**src/rtl/mem_arb_pkg.sv**
```systemverilog
// Shared definitions for the instruction/data memory port arbiter.
package mem_arb_pkg;
    typedef enum logic [1:0] {
        IDLE   = 2'd0,
        BUSY_I = 2'd1,
        BUSY_D = 2'd2
    } arb_state_e;

    typedef enum logic [1:0] {
        SIDE_NONE = 2'd0,
        SIDE_I    = 2'd1,
        SIDE_D    = 2'd2
    } side_e;

    localparam int DEF_MAX_D_BURST = 4;
endpackage

```
**src/rtl/mem_arb_grant.sv**
```systemverilog
// Data-first priority decision with a starvation guard that hands the port
// to fetch after MAX_D_BURST consecutive data grants.
module mem_arb_grant
    import mem_arb_pkg::*;
#(
    parameter int MAX_D_BURST = DEF_MAX_D_BURST
) (
    input  logic clk,
    input  logic rst,
    input  logic can_grant,
    input  logic i_req,
    input  logic d_req,
    output logic i_grant,
    output logic d_grant
);
    localparam logic [3:0] MAX_CNT = 4'(MAX_D_BURST);

    logic [3:0] d_burst_cnt;
    logic       starve;

    assign starve = i_req && (d_burst_cnt == MAX_CNT);

    always_comb begin
        d_grant = can_grant & d_req & ~starve;
        i_grant = can_grant & i_req & ~d_grant;
    end

    // Counts only data grants that actually kept a waiting fetch out.
    always_ff @(posedge clk) begin
        if (rst)
            d_burst_cnt <= '0;
        else if (i_grant || !i_req)
            d_burst_cnt <= '0;
        else if (d_grant && d_burst_cnt != MAX_CNT)
            d_burst_cnt <= d_burst_cnt + 4'd1;
    end
endmodule

```
**src/rtl/mem_port_arbiter.sv**
```systemverilog
// Shares one single-port memory between fetch and data requesters.
// Define MEM_ARB_PERF_EN to add the perf_conflict_cnt output.
module mem_port_arbiter
    import mem_arb_pkg::*;
#(
    parameter int ADDR_W      = 32,
    parameter int MAX_D_BURST = DEF_MAX_D_BURST
) (
    input  logic              clk,
    input  logic              rst,
    input  logic              i_req,
    input  logic [ADDR_W-1:0] i_addr,
    output logic [31:0]       i_rdata,
    output logic              i_valid,
    output logic              i_stall,
    input  logic              d_req,
    input  logic              d_we,
    input  logic [3:0]        d_be,
    input  logic [ADDR_W-1:0] d_addr,
    input  logic [31:0]       d_wdata,
    output logic [31:0]       d_rdata,
    output logic              d_valid,
    output logic              d_stall,
    output logic              mem_en,
    output logic [3:0]        mem_we,
    output logic [ADDR_W-1:0] mem_addr,
    output logic [31:0]       mem_wdata,
    input  logic [31:0]       mem_rdata,
    input  logic              mem_ready
`ifdef MEM_ARB_PERF_EN
    ,output logic [31:0]      perf_conflict_cnt
`endif
);
    arb_state_e        state;
    logic              store_q;
    logic [ADDR_W-1:0] addr_q;
    logic              can_grant, done, i_grant, d_grant;

    // A new access may issue when idle or when the outstanding one retires now.
    assign can_grant = ~rst & ((state == IDLE) | mem_ready);
    assign done      = ~rst & (state != IDLE) & mem_ready;

    mem_arb_grant #(.MAX_D_BURST(MAX_D_BURST)) u_grant (
        .clk       (clk),
        .rst       (rst),
        .can_grant (can_grant),
        .i_req     (i_req),
        .d_req     (d_req),
        .i_grant   (i_grant),
        .d_grant   (d_grant)
    );

    always_comb begin
        i_valid   = done & (state == BUSY_I);
        d_valid   = done & (state == BUSY_D);
        i_rdata   = i_valid ? mem_rdata : '0;
        d_rdata   = (d_valid & ~store_q) ? mem_rdata : '0;
        i_stall   = ~rst & i_req & ~i_grant;
        d_stall   = ~rst & d_req & ~d_grant;
        mem_en    = i_grant | d_grant;
        mem_we    = (d_grant & d_we) ? d_be : 4'd0;
        mem_wdata = d_grant ? d_wdata : '0;
        mem_addr  = d_grant ? d_addr : (i_grant ? i_addr : addr_q);
    end

    always_ff @(posedge clk) begin
        if (rst) begin
            state   <= IDLE;
            store_q <= 1'b0;
            addr_q  <= '0;
        end else if (d_grant) begin
            state   <= BUSY_D;
            store_q <= d_we;
            addr_q  <= d_addr;
        end else if (i_grant) begin
            state   <= BUSY_I;
            store_q <= 1'b0;
            addr_q  <= i_addr;
        end else if (done) begin
            state   <= IDLE;
        end
    end

`ifdef MEM_ARB_PERF_EN
    always_ff @(posedge clk) begin
        if (rst)
            perf_conflict_cnt <= '0;
        else if (i_req && d_req)
            perf_conflict_cnt <= perf_conflict_cnt + 32'd1;
    end
`else
    // no conflict counter in this build
`endif
endmodule

```
**config.mk**
```make
export PLATFORM = sky130hd
export DESIGN_NAME = mem_port_arbiter
export DESIGN_NICKNAME = d
export VERILOG_FILES = /design/src/rtl/mem_arb_pkg.sv /design/src/rtl/mem_arb_grant.sv /design/src/rtl/mem_port_arbiter.sv
export SDC_FILE = /design/constraint.sdc
export NUM_CORES = 1
export LEC_CHECK = 0
export BUFFER_PORTS_ARGS = -buffer_cell sky130_fd_sc_hd__buf_2
export CAP_MARGIN = 0
export CORE_AREA = 4 4 105 107
export CTS_CLUSTER_SIZE = 25
export DETAILED_ROUTE_END_ITERATION = 6
export DIE_AREA = 0 0 109 111
export HOLD_SLACK_MARGIN = 0.12
export PLACE_DENSITY = 0.59
export REMOVE_ABC_BUFFERS = 1
export SKIP_CTS_REPAIR_TIMING = 1
export SLEW_MARGIN = 10
export SYNTH_ARGS = -nofsm -noshare
export SYNTH_HDL_FRONTEND = slang
export SYNTH_SLANG_ARGS = --single-unit
```
**constraint.sdc**
```tcl
create_clock -name clk -period 2.2 [get_ports clk]
set_input_delay 0 -clock clk [delete_from_list [all_inputs] [get_ports clk]]
set_output_delay 0 -clock clk [all_outputs]
set_load 0.03 [all_outputs]
```
Word-level counts from Yosys, hierarchy flattened
Index checks and enable logic that the tools add are counted.
{"block": "word_totals", "register_bits": 39, "latchBits": 0, "ram_bits": 0, "romBits": 0, "elab_cells": 54, "memories": 0}
{"block": "classes", "n_addsub": 1, "mul": 0, "div_mod_pow": 0, "n_lt_le_gt_ge": 0, "eq_ne": 4, "shift": 0, "muxes": 11, "bitwise": 22, "reduce_logical": 11}
{"operator": "$mux 32", "n": 5}
{"operator": "$and 1x1->1", "n": 15}
{"operator": "$mux 2", "n": 3}
{"operator": "$reduce_bool 2->1", "n": 3}
{"operator": "$not 1->1", "n": 5}
{"operator": "$add 4x1->4 const B", "n": 1}
{"operator": "$eq 4x3->1 const B", "n": 1}
{"operator": "$mux 4", "n": 1}
{"operator": "$ne 4x3->1 const B", "n": 1}
{"operator": "$reduce_or 2->1", "n": 2}
{"operator": "$reduce_bool 3->1", "n": 1}
{"operator": "$eq 2x1->1 const B", "n": 1}
{"operator": "$eq 2x2->1 const B", "n": 1}
{"operator": "$logic_and 1x1->1", "n": 2}
{"operator": "$logic_not 2->1", "n": 1}
{"operator": "$mux 1", "n": 2}
{"operator": "$or 1x1->1", "n": 2}
{"operator": "$logic_not 1->1", "n": 1}
{"operator": "$logic_or 1x1->1", "n": 1}

Depth between registers and ports, before layout
Gate-level depths: netlist of run 1.
{"block": "logic_depth", "word_depth": 9, "ltp_mapped": 7, "mapped_depth_nobuf": 6}

Cells and area by module
From an unflattened synthesis of run 1, not the netlist that was laid out.
{"block": "hier_totals", "cells_unflattened": 345, "area_unflattened_um2": 2900.3}
{"module": "mem_port_arbiter", "instances": 1, "cells_each": 314, "area_each_um2": 2642.5, "seq_area_each_um2": 700.7}
{"module": "mem_arb_grant", "instances": 1, "cells_each": 31, "area_each_um2": 257.7, "seq_area_each_um2": 80.1}

Worst setup path before layout of run 1
OpenSTA, ideal clock, no wires.
{"block": "synth_timing", "path_type": "reg2out", "from": "register state[0]", "to": "output port d_rdata[10]", "t_arrival_ns": 2.315, "slack_ns": -0.115, "path_stages_with_launch": 5, "path_buffers": 1, "path_cell_list": "dfxtp_1 -> nor4b_1 -> nor2b_1 -> clkbuf_1 -> and2_1"}
{"block": "synth_between", "elab_chain_cells": 6}
{"element": "start: declaration", "line": "mem_port_arbiter.sv:34", "source": "arb_state_e state;"}
{"element": "start signal: assignment", "line": "mem_port_arbiter.sv:68", "source": "state <= IDLE;"}
{"element": "start signal: assignment", "line": "mem_port_arbiter.sv:72", "source": "state <= BUSY_D;"}
{"element": "start signal: assignment", "line": "mem_port_arbiter.sv:76", "source": "state <= BUSY_I;"}
{"element": "$reduce_bool 2->1", "line": "mem_port_arbiter.sv:41", "source": "assign done = ~rst & (state != IDLE) & mem_ready;"}
{"element": "$and 1x1->1 (2 in series)", "line": "mem_port_arbiter.sv:41"}
{"element": "$and 1x1->1 *", "line": "mem_port_arbiter.sv:55", "source": "d_valid = done & (state == BUSY_D);"}
{"element": "net d_valid", "line": "mem_port_arbiter.sv:22", "source": "output logic d_valid,"}
{"element": "$and 1x1->1 *", "line": "mem_port_arbiter.sv:57", "source": "d_rdata = (d_valid & ~store_q) ? mem_rdata : '0;"}
{"element": "$mux 32 *", "line": "mem_port_arbiter.sv:57"}
{"element": "end: declaration", "line": "mem_port_arbiter.sv:21", "source": "output logic [31:0] d_rdata,"}
Mark *: on every way through the listed nets, which the timed path passes. The rest lies on a longest branch.

Worst setup path after layout of run 1
{"block": "layout_timing", "from": "register state[1]", "to": "output port mem_addr[1]"}
{"block": "layout_between", "elab_chain_cells": 9}
{"element": "$logic_not 2->1 *", "line": "mem_port_arbiter.sv:40", "source": "assign can_grant = ~rst & ((state == IDLE) | mem_ready);"}
{"element": "$or 1x1->1 *", "line": "mem_port_arbiter.sv:40"}
{"element": "$and 1x1->1 *", "line": "mem_port_arbiter.sv:40"}
{"element": "$and 1x1->1 (2 in series)", "line": "mem_arb_grant.sv:24", "source": "d_grant = can_grant & d_req & ~starve;"}
{"element": "$not 1->1", "line": "mem_arb_grant.sv:25", "source": "i_grant = can_grant & i_req & ~d_grant;"}
{"element": "$and 1x1->1", "line": "mem_arb_grant.sv:25"}
{"element": "$mux 32"}
{"element": "$mux 32 *"}
{"element": "end: declaration", "line": "mem_port_arbiter.sv:26", "source": "output logic [ADDR_W-1:0] mem_addr,"}
Every way passes the cells marked *; elsewhere a longest branch is shown, timed or not.

==> impl_metrics.ini, run 1 <==
[drt]
viasPerCell = 4.552
wire_per_inst_um = 15.44
drc = 0
ant_nets = 0
wl_mm = 12.10
num_vias = 3569
first_pass_iters = 7
drt-initial-drc-count = 379

[global_route]
grt_overflow = 0
grt_max_degree = 59
first_global_vias = 3091
antenna_found_initial = 2
grt_pass1_wl_mm = 15.49
grt_util_all_layers_pct = 15.79

[pwr]
powerDensity_mw_per_mm2 = 451.8
p_leak_nw = 2.709
irDropWorstVdd_mv = 0.3597

[placement]
dp_hpwl_mm = 8.789
gp_congestion = 0.8074
place_inst = 706
port_buffers = 274
placed_area_sq_mm = 0.003885

[layout]
seq_area_sq_um = 780.7
final_area_sq_mm = 0.004730
area_delta_synth_final_pct = 98.53
layout-drive-gt1-share_pct = 47.60
final_nets = 786
multi_input_area_sq_mm = 0.001483
finalNonFillerCells = 784
fillers = 987

[sta]
rsz0062_at_grt = yes
min_period_ps = 2121
finClkSkew_ps = 10.21
tightest_slew_ps = 424.0
hold_viol = 0
maxSlewHeadroom_pct = 71.34
slew_viol_final = 0
fin_crit_sh_pct = 96.40
setup_viol = 0
fmax_mhz = 471.5
hold_ws_ps = 93.86

[floorplan]
die_h_um = 111
fp.dieW_um = 109
num_rows = 37
die-area_sq_mm = 0.01210
io-pin-count = 275
start_util_pct = 23.50
coreArea_sq_mm = 0.01014

[clock_tree]
path_clk_slew_ps = 70
htree_levels = 2
clk_latency_ps = 290
clockBufferDepth = 2
cts.sinks = 39
cts_root_buf = clkbuf_8
numCtsBuffers = 5
cts_tree = yes

[worst_setup_path]
critical_path_arrival_ps = 2120
ff2ff_setup_slack_ps = 320
rr_startpoint = state[1]
cpMaxStageDelayCell = a222oi_1
cp_slowest_stage_delay_ps = 470
path_class = flop to primary output
start_kind = flop
cp.required_ps = 2200
crit_path_max_fanout = 12
rr_worst_depth = 5
endpoint_kind = primary output
crit_path_cell_trace = o21ba_2 -> or3_4 -> a222oi_1 -> inv_1 -> buf_2
r2r_end = addr_q[15]

[synthesis]
synth-simple-area-share_pct = 41.86
ys_warn_count = 0
syn_inst = 314
muxShareOfSynthArea_pct = 0.4202
synthXorXnorAreaFrac_pct = 0.7353
synth-compound-area-share_pct = 14.60
synth-seq-area-share_pct = 32.77
syn_area_per_cell_sq_um = 7.587
ys_ff_latch = 39
synth_cell_types = 36
syn-cell-area_sq_mm = 0.002382
synth_top_family_by_area = simple AND/OR/NAND/NOR gates
synth_adder_area_share_pct = 1.050

[status]
status = completed

[min_path]
holdCritPathClass = primary input to flop
hold_depth = 4
min_to = state[1]
min_from = mem_ready

[flow_run]
cap_violations = 0
==> cell type report <==
class | instances | area share, %
timing repair buffer | 346 | 44.15
sequential | 39 | 16.51
tap | 136 | 3.598
clock inverter | 2 | 0.2910
antenna | 1 | 0.05291
timing repair inverter | 1 | 0.1587
clock buffer | 6 | 1.746
multi-input combinational | 227 | 31.35
inverter | 26 | 2.143
==> synth_stat cells <==
master / n / share of area [%]
a211o_1: 1 / 0.37
a211oi_1: 1 / 0.32
a21o_1: 1 / 0.32
a21oi_1: 2 / 0.42
a222oi_1: 20 / 8.4
a22oi_1: 1 / 0.32
a32oi_1: 1 / 0.37
and2_1: 96 / 25
and3_1: 4 / 1.1
and4b_1: 2 / 0.84
buf_2: 1 / 0.21
buf_4: 1 / 0.32
buf_6: 2 / 0.95
clkbuf_1: 19 / 3.0
dfxtp_1: 39 / 33
ha_1: 2 / 1.1
inv_1: 26 / 4.1
mux2i_1: 1 / 0.42
nand2_1: 2 / 0.32
nand2b_1: 2 / 0.53
nand3b_1: 1 / 0.32
nand4_1: 1 / 0.26
nand4b_1: 1 / 0.37
nor2_1: 51 / 8.0
nor2b_1: 1 / 0.26
nor3_1: 12 / 2.5
nor3_2: 1 / 0.42
nor4b_1: 2 / 0.74
o21ai_0: 1 / 0.21
o21ba_2: 1 / 0.42
o21bai_1: 1 / 0.32
o22ai_1: 12 / 3.2
or3_1: 2 / 0.53
or3_4: 1 / 0.47
xnor2_1: 1 / 0.37
xor2_1: 1 / 0.37
==> metrics by stage <==
| stage | power [mW] | worst slack, ps | setup TNS [ps] | util [%] |
|---|---|---|---|---|
| after floorplan | 1.192 | -1217 | -83800 | - |
| after global placement | 1.489 | 310.8 | 0 | 38.32 |
| after detailed placement | 1.496 | 266.3 | 0 | 38.32 |
| after CTS | 2.010 | -57.86 | -540.7 | 39.27 |
| after global routing | 2.236 | -47.00 | -132.6 | 46.65 |
| final | 2.137 | 79.24 | 0 | 46.65 |
==> cells in the final DEF (no fill, tap or decap), types with 2 or more instances in the layout <==
cell type and n:
a21oi_1 2, o22ai_2 8, and3_1 4, buf_2 274
nand2b_1 2, clkbuf_8 6, and2_1 96, nor3_1 12
buf_4 6, ha_1 2, or3_4 3, and4b_1 2
dfxtp_1 39, o22ai_1 4, inv_1 25, dlygate4sd3_1 64
clkinvlp_4 2, nand2_1 2, a222oi_1 20, nor2_1 51
==> sequential cells by signal, indices dropped and copies added (netlist names) <==
| signal | count |
|---|---|
| state | 2 |
| u_grant.d_burst_cnt | 4 |
| addr_q | 32 |
| store_q | 1 |
==> critical path, delay by kind of cell (launching register included) <==
kind,cells,cell delay (ps)
AO/OA/AOI/OAI,2,760
AND/OR/NAND/NOR,1,430
flip-flops,1,350
buffers and inverters,2,290
==> worst max-delay path by stage <==
stage                    to  depth (start not counted)                   start
2_1_floorplan    i_rdata[0]                          2                state[1]
6_report        mem_addr[1]                          5                state[1]
3_3_place_gp    mem_addr[5]                          6                state[1]
5_1_grt        mem_addr[18]                          8  u_grant.d_burst_cnt[0]
3_5_place_dp    mem_addr[2]                          6                state[1]
4_1_cts         mem_addr[2]                          6                state[1]
==> logic make-up after synthesis <==
family                   count (synthesis)
AO/OA/AOI/OAI                           42
XOR/XNOR                                 2
adder cells (fa/ha/maj)                  2
buffers and inverters                   49
flip-flops                              39
multiplexers                             1
AND/OR/NAND/NOR                        179
==> routing by layer <==
layer | wire (um) | vias up | GRT usage, %
met5 | 13 | - | 0
li1 | - | 1723 | -
met4 | 263 | 2 | 4.377
met3 | 1330 | 30 | 3.902
met2 | 6283 | 222 | 28.91
met1 | 4211 | 1592 | 17.74
==> power breakdown <==
| group | internal, mW | switching (mW) | leakage, nW |
|---|---|---|---|
| clock network | 0.256 | 0.263 | 0.0516 |
| registers | 0.751 | 0.0179 | 0.320 |
| logic | 0.353 | 0.496 | 2.34 |
| total | 1.36 | 0.777 | 2.71 |
Power figures use the tool's default switching activity.
==> run 2, diff against run 1 <==
- SETUP_SLACK_MARGIN: not set -> 0.1
==> run 2 against run 1 <==
  * The run now ends with setup timing left
  * Sequential share of layout area is 1.0 points lower
  * Total power is 5.9% higher
  * Routed wire length is 11% higher
  * Largest cell class unchanged
  * Clock-buffer cell count did not move
==> impl_metrics.ini, run 2 (same netlist as run 1, synthesis figures left out) <==
[sta]
tightest_slew_ps = 491.8
hold_viol = 0
finClkSkew_ps = 10.46
layout_setup_ws_ps = -6.731
setup_viol = 1
maxSlewHeadroom_pct = 67.21
min_period_ps = 2207
rsz0062_at_grt = yes
fmax_mhz = 453.2
slew_viol_final = 0
fin_crit_sh_pct = 100.3

[floorplan]
num_rows = 37
coreArea_sq_mm = 0.01014
start_util_pct = 23.50
die_h_um = 111
die-area_sq_mm = 0.01210
fp.dieW_um = 109
io-pin-count = 275

[min_path]
holdCritPathClass = primary input to flop

[global_route]
grt_util_all_layers_pct = 15.79
grt_max_degree = 59
antenna_found_initial = 2
grt_overflow = 0
first_global_vias = 3091
grt_pass1_wl_mm = 15.49

[clock_tree]
htree_levels = 2
clk_latency_ps = 290
cts_tree = yes
path_clk_slew_ps = 80
clockBufferDepth = 2
numCtsBuffers = 5
cts.sinks = 39
cts_root_buf = clkbuf_8

[drt]
num_vias = 3732
drc = 0
ant_nets = 0
wire_per_inst_um = 16.77
wl_mm = 13.47
first_pass_iters = 7
drt-initial-drc-count = 326
viasPerCell = 4.648

[layout]
largest_register_ffs = 32
mostFrequentLayoutCell = buf_2
largest_register = addr_q
reg.largest.list = addr_q x32, u_grant.d_burst_cnt x4, state x2
final_area_sq_mm = 0.005097
final_nets = 805
finish.utilization_pct = 50.28
area_delta_synth_final_pct = 114.0
layout-drive-gt1-share_pct = 51.50
fillers = 920
final_cell_mix = buf_2 (251), and2_1 (96), dlygate4sd3_1 (57)

[pwr]
powerDensity_mw_per_mm2 = 443.9
totalPowerFinal_mw = 2.263
irDropWorstVdd_mv = 0.3659
p_leak_nw = 2.856

[status]
status = complete, but fails checks
violations = setup timing

[placement]
port_buffers = 274
dp_hpwl_mm = 8.789
post-place-ws_ps = 266.3
placed_area_sq_mm = 0.003885
gp_congestion = 0.8074

[worst_setup_path]
path_class = flop to primary output
cp.required_ps = 2200
crit_path_max_fanout = 6
start_kind = flop
endpoint_kind = primary output
ff2ff_setup_slack_ps = 200
critical_path_arrival_ps = 2210

[flow_run]
cap_violations = 0
## run 2: metrics by stage
step	hold WS (ps)	TNS, ps	cells
after floorplan	69.07	-83800	291
after global placement	256.2	0	706
after detailed placement	265.5	0	706
after CTS	-42.38	-540.7	714
after global routing	75.87	-110.9	803
final	49.29	-6.731	803
## run 2: layout make-up
class                   count  area [sq um]  share of cell area (%)
clock inverters             2         13.76                  0.2700
multi-input cells         229          1545                   30.31
flip-flops and latches     39         789.5                   15.49
repair buffers            363          2385                   46.78
clock buffers               6         82.58                   1.620
inverters                  26         101.3                   1.988
well taps                 136         170.2                   3.338
repair inverters            1         7.507                  0.1473
diodes                      1         2.502                 0.04909
## run 2: final timing paths
| check | startpoint | end | cells after the start |
|---|---|---|---|
| hold / removal | rst | state[1] | 2 |
| setup / recovery | state[0] | mem_addr[27] | 6 |
| setup reg to reg | state[0] | addr_q[27] | 6 |
| hold reg to reg | store_q | store_q | 2 |
## run 2: per-layer routing
layer	GRT usage [%]	share of wire [%]	up-vias	wire length [um]
li1	-	-	1761	-
met3	3.902	11	45	1471
met4	4.377	3.2	2	426
met1	17.74	35	1677	4743
met5	0	0.097	-	13
met2	28.91	51	247	6811
## run 2: worst max-delay path, cell delays in order (launching register included)
cell and delay (ps):
dfxtp_4 370, o21ba_4 250, or3_4 410, buf_12 150, a222oi_1 480, inv_1 110
buf_6 160
## run 2: power by group
part	switching (mW)	internal, mW	total [mW]
sequential	0.0193	0.749	0.769
clock	0.260	0.256	0.516
combinational	0.536	0.442	0.978
total	0.815	1.45	2.26
==> run 3, diff against run 2 <==
--- a/config.mk
+++ b/config.mk
@@ -9,5 +9,5 @@
 export CAP_MARGIN = 0
 export CORE_AREA = 4 4 105 107
-export CTS_CLUSTER_SIZE = 25
+export CTS_CLUSTER_SIZE = 16
 export DETAILED_ROUTE_END_ITERATION = 6
 export DIE_AREA = 0 0 109 111
==> constraint.sdc (replaced) <==
create_clock -name clk -period 2.2 [get_ports clk]
set_input_delay 0.11 -clock clk [delete_from_list [all_inputs] [get_ports clk]]
set_output_delay 0.11 -clock clk [all_outputs]
set_load 0.03 [all_outputs]
==> run 3 against run 2 <==
  * The flow still finishes with violations (setup timing)
  * Routed wire length shrank 0.17%
  * Die area is the same
  * Combinational power is essentially flat
  * Register-to-register slack gained 160 ps
  * Clock skew grew 1.1 ps
  * Clock power shrank 9.7%
  * Critical path depth grew 3
  * Largest power group unchanged
==> impl_metrics.ini, run 3 (same netlist as run 1, synthesis figures left out) <==
[layout]
final_nets = 767
layout-drive-gt1-share_pct = 61.56
area_delta_synth_final_pct = 114.3
final_area_sq_mm = 0.005105
finish.utilization_pct = 50.35
largest_register_ffs = 32
largest_register = addr_q
final_cell_mix = buf_2 (212), and2_1 (69), buf_6 (50)
finalNonFillerCells = 765
reg.largest.list = addr_q x32, u_grant.d_burst_cnt x4, state x2
mostFrequentLayoutCell = buf_2

[clock_tree]
clk_latency_ps = 290
numCtsBuffers = 5
clockBufferDepth = 2
path_clk_slew_ps = 70
cts.sinks = 39
htree_levels = 2
cts_tree = yes
cts_root_buf = clkbuf_8

[placement]
placed_area_sq_mm = 0.003892
dp_hpwl_mm = 8.913
port_buffers = 274
gp_congestion = 0.8105
place_inst = 707

[global_route]
grt_util_all_layers_pct = 15.91
grt_max_degree = 59
grt_pass1_wl_mm = 15.32
first_global_vias = 3025
antenna_found_initial = 3
grt_overflow = 0

[worst_setup_path]
cp_slowest_stage_delay_ps = 360
path_class = flop to primary output
critical_path_arrival_ps = 2090
start_kind = flop
cpMaxStageDelayCell = a222oi_1
endpoint_kind = primary output
crit_path_max_fanout = 7
cp.required_ps = 2090
crit_path_cell_trace = inv_2 -> ha_4 -> and4b_2 -> nor3_4 -> buf_12 -> clkbuf_16 -> a222oi_1 -> inv_1 -> buf_6

[flow_run]
cap_violations = 0

[floorplan]
num_rows = 37
die-area_sq_mm = 0.01210
fp.dieW_um = 109
io-pin-count = 275
die_h_um = 111
start_util_pct = 23.50
coreArea_sq_mm = 0.01014

[status]
status = complete, but fails checks
violations = setup timing

[sta]
hold_viol = 0
layout_setup_ws_ps = -1.262
fmax_mhz = 454.3
slew_viol_final = 0
setup_viol = 1
fin_crit_sh_pct = 100.1
rsz0062_at_grt = yes
maxSlewHeadroom_pct = 68.59
finClkSkew_ps = 11.59
min_period_ps = 2201
hold_ws_ps = 100.3
tightest_slew_ps = 471.1

[drt]
ant_nets = 0
wire_per_inst_um = 17.57
drt-initial-drc-count = 367
num_vias = 3633
first_pass_iters = 7
wl_mm = 13.44
drc = 0
viasPerCell = 4.749

[pwr]
p_leak_nw = 2.782
powerDensity_mw_per_mm2 = 439.9
irDropWorstVdd_mv = 0.3229

[min_path]
holdCritPathClass = primary input to flop
[run 3: final timing paths]
check        slack (ps)                    from      endpoint  depth (start not counted)
min                 100               i_addr[2]     addr_q[2]                          3
min reg2reg         520                 store_q       store_q                          2
max reg2reg         360  u_grant.d_burst_cnt[0]    addr_q[23]                          9
max                  -1  u_grant.d_burst_cnt[0]  mem_addr[20]                          9
[run 3: power breakdown]
group          switching, mW  internal [mW]  leakage (nW)
sequential            0.0228          0.751         0.322
combinational          0.546          0.460          2.42
clock                  0.250          0.217        0.0440
total                  0.819           1.43          2.78
[run 3: worst max-delay path: cells and delay by family, from the launching register on]
family / cells / cell delay (ps)
buffers and inverters: 5 / 620
flip-flops: 1 / 330
AO/OA/AOI/OAI: 1 / 360
AND/OR/NAND/NOR: 2 / 360
adder cells (fa/ha/maj): 1 / 130
[run 3: cell type report]
type,count,area [sq um]
tap,136,170.2
timing repair inverter,1,7.507
inverter,26,101.3
clock buffer,5,68.82
multi-input combinational,233,1745
clock inverter,2,13.76
antenna,2,5.005
timing repair buffer,321,2205
sequential,39,788.3
fill,936,5034
[run 3: through the flow]
stage          setup slack (ps)  power (mW)  setup TNS (ps)
2_1_floorplan             -1327       1.192          -97220
3_3_place_gp             -130.8       1.490           -2118
3_5_place_dp             -183.6       1.497           -3472
4_1_cts                  -516.4       1.969          -12500
5_1_grt                  -75.12       2.352          -384.2
6_report                 -1.262       2.246          -1.262
[run 3: routing by layer]
metal | share of wire, % | wire length, um | global-route usage [%] | vias to the layer above
met4 | 3.5 | 469 | 5.471 | 2
li1 | - | - | - | 1700
met2 | 50 | 6658 | 28.42 | 222
met1 | 37 | 4990 | 18.14 | 1671
met5 | 0.10 | 14 | 0 | -
met3 | 9.8 | 1312 | 3.786 | 38
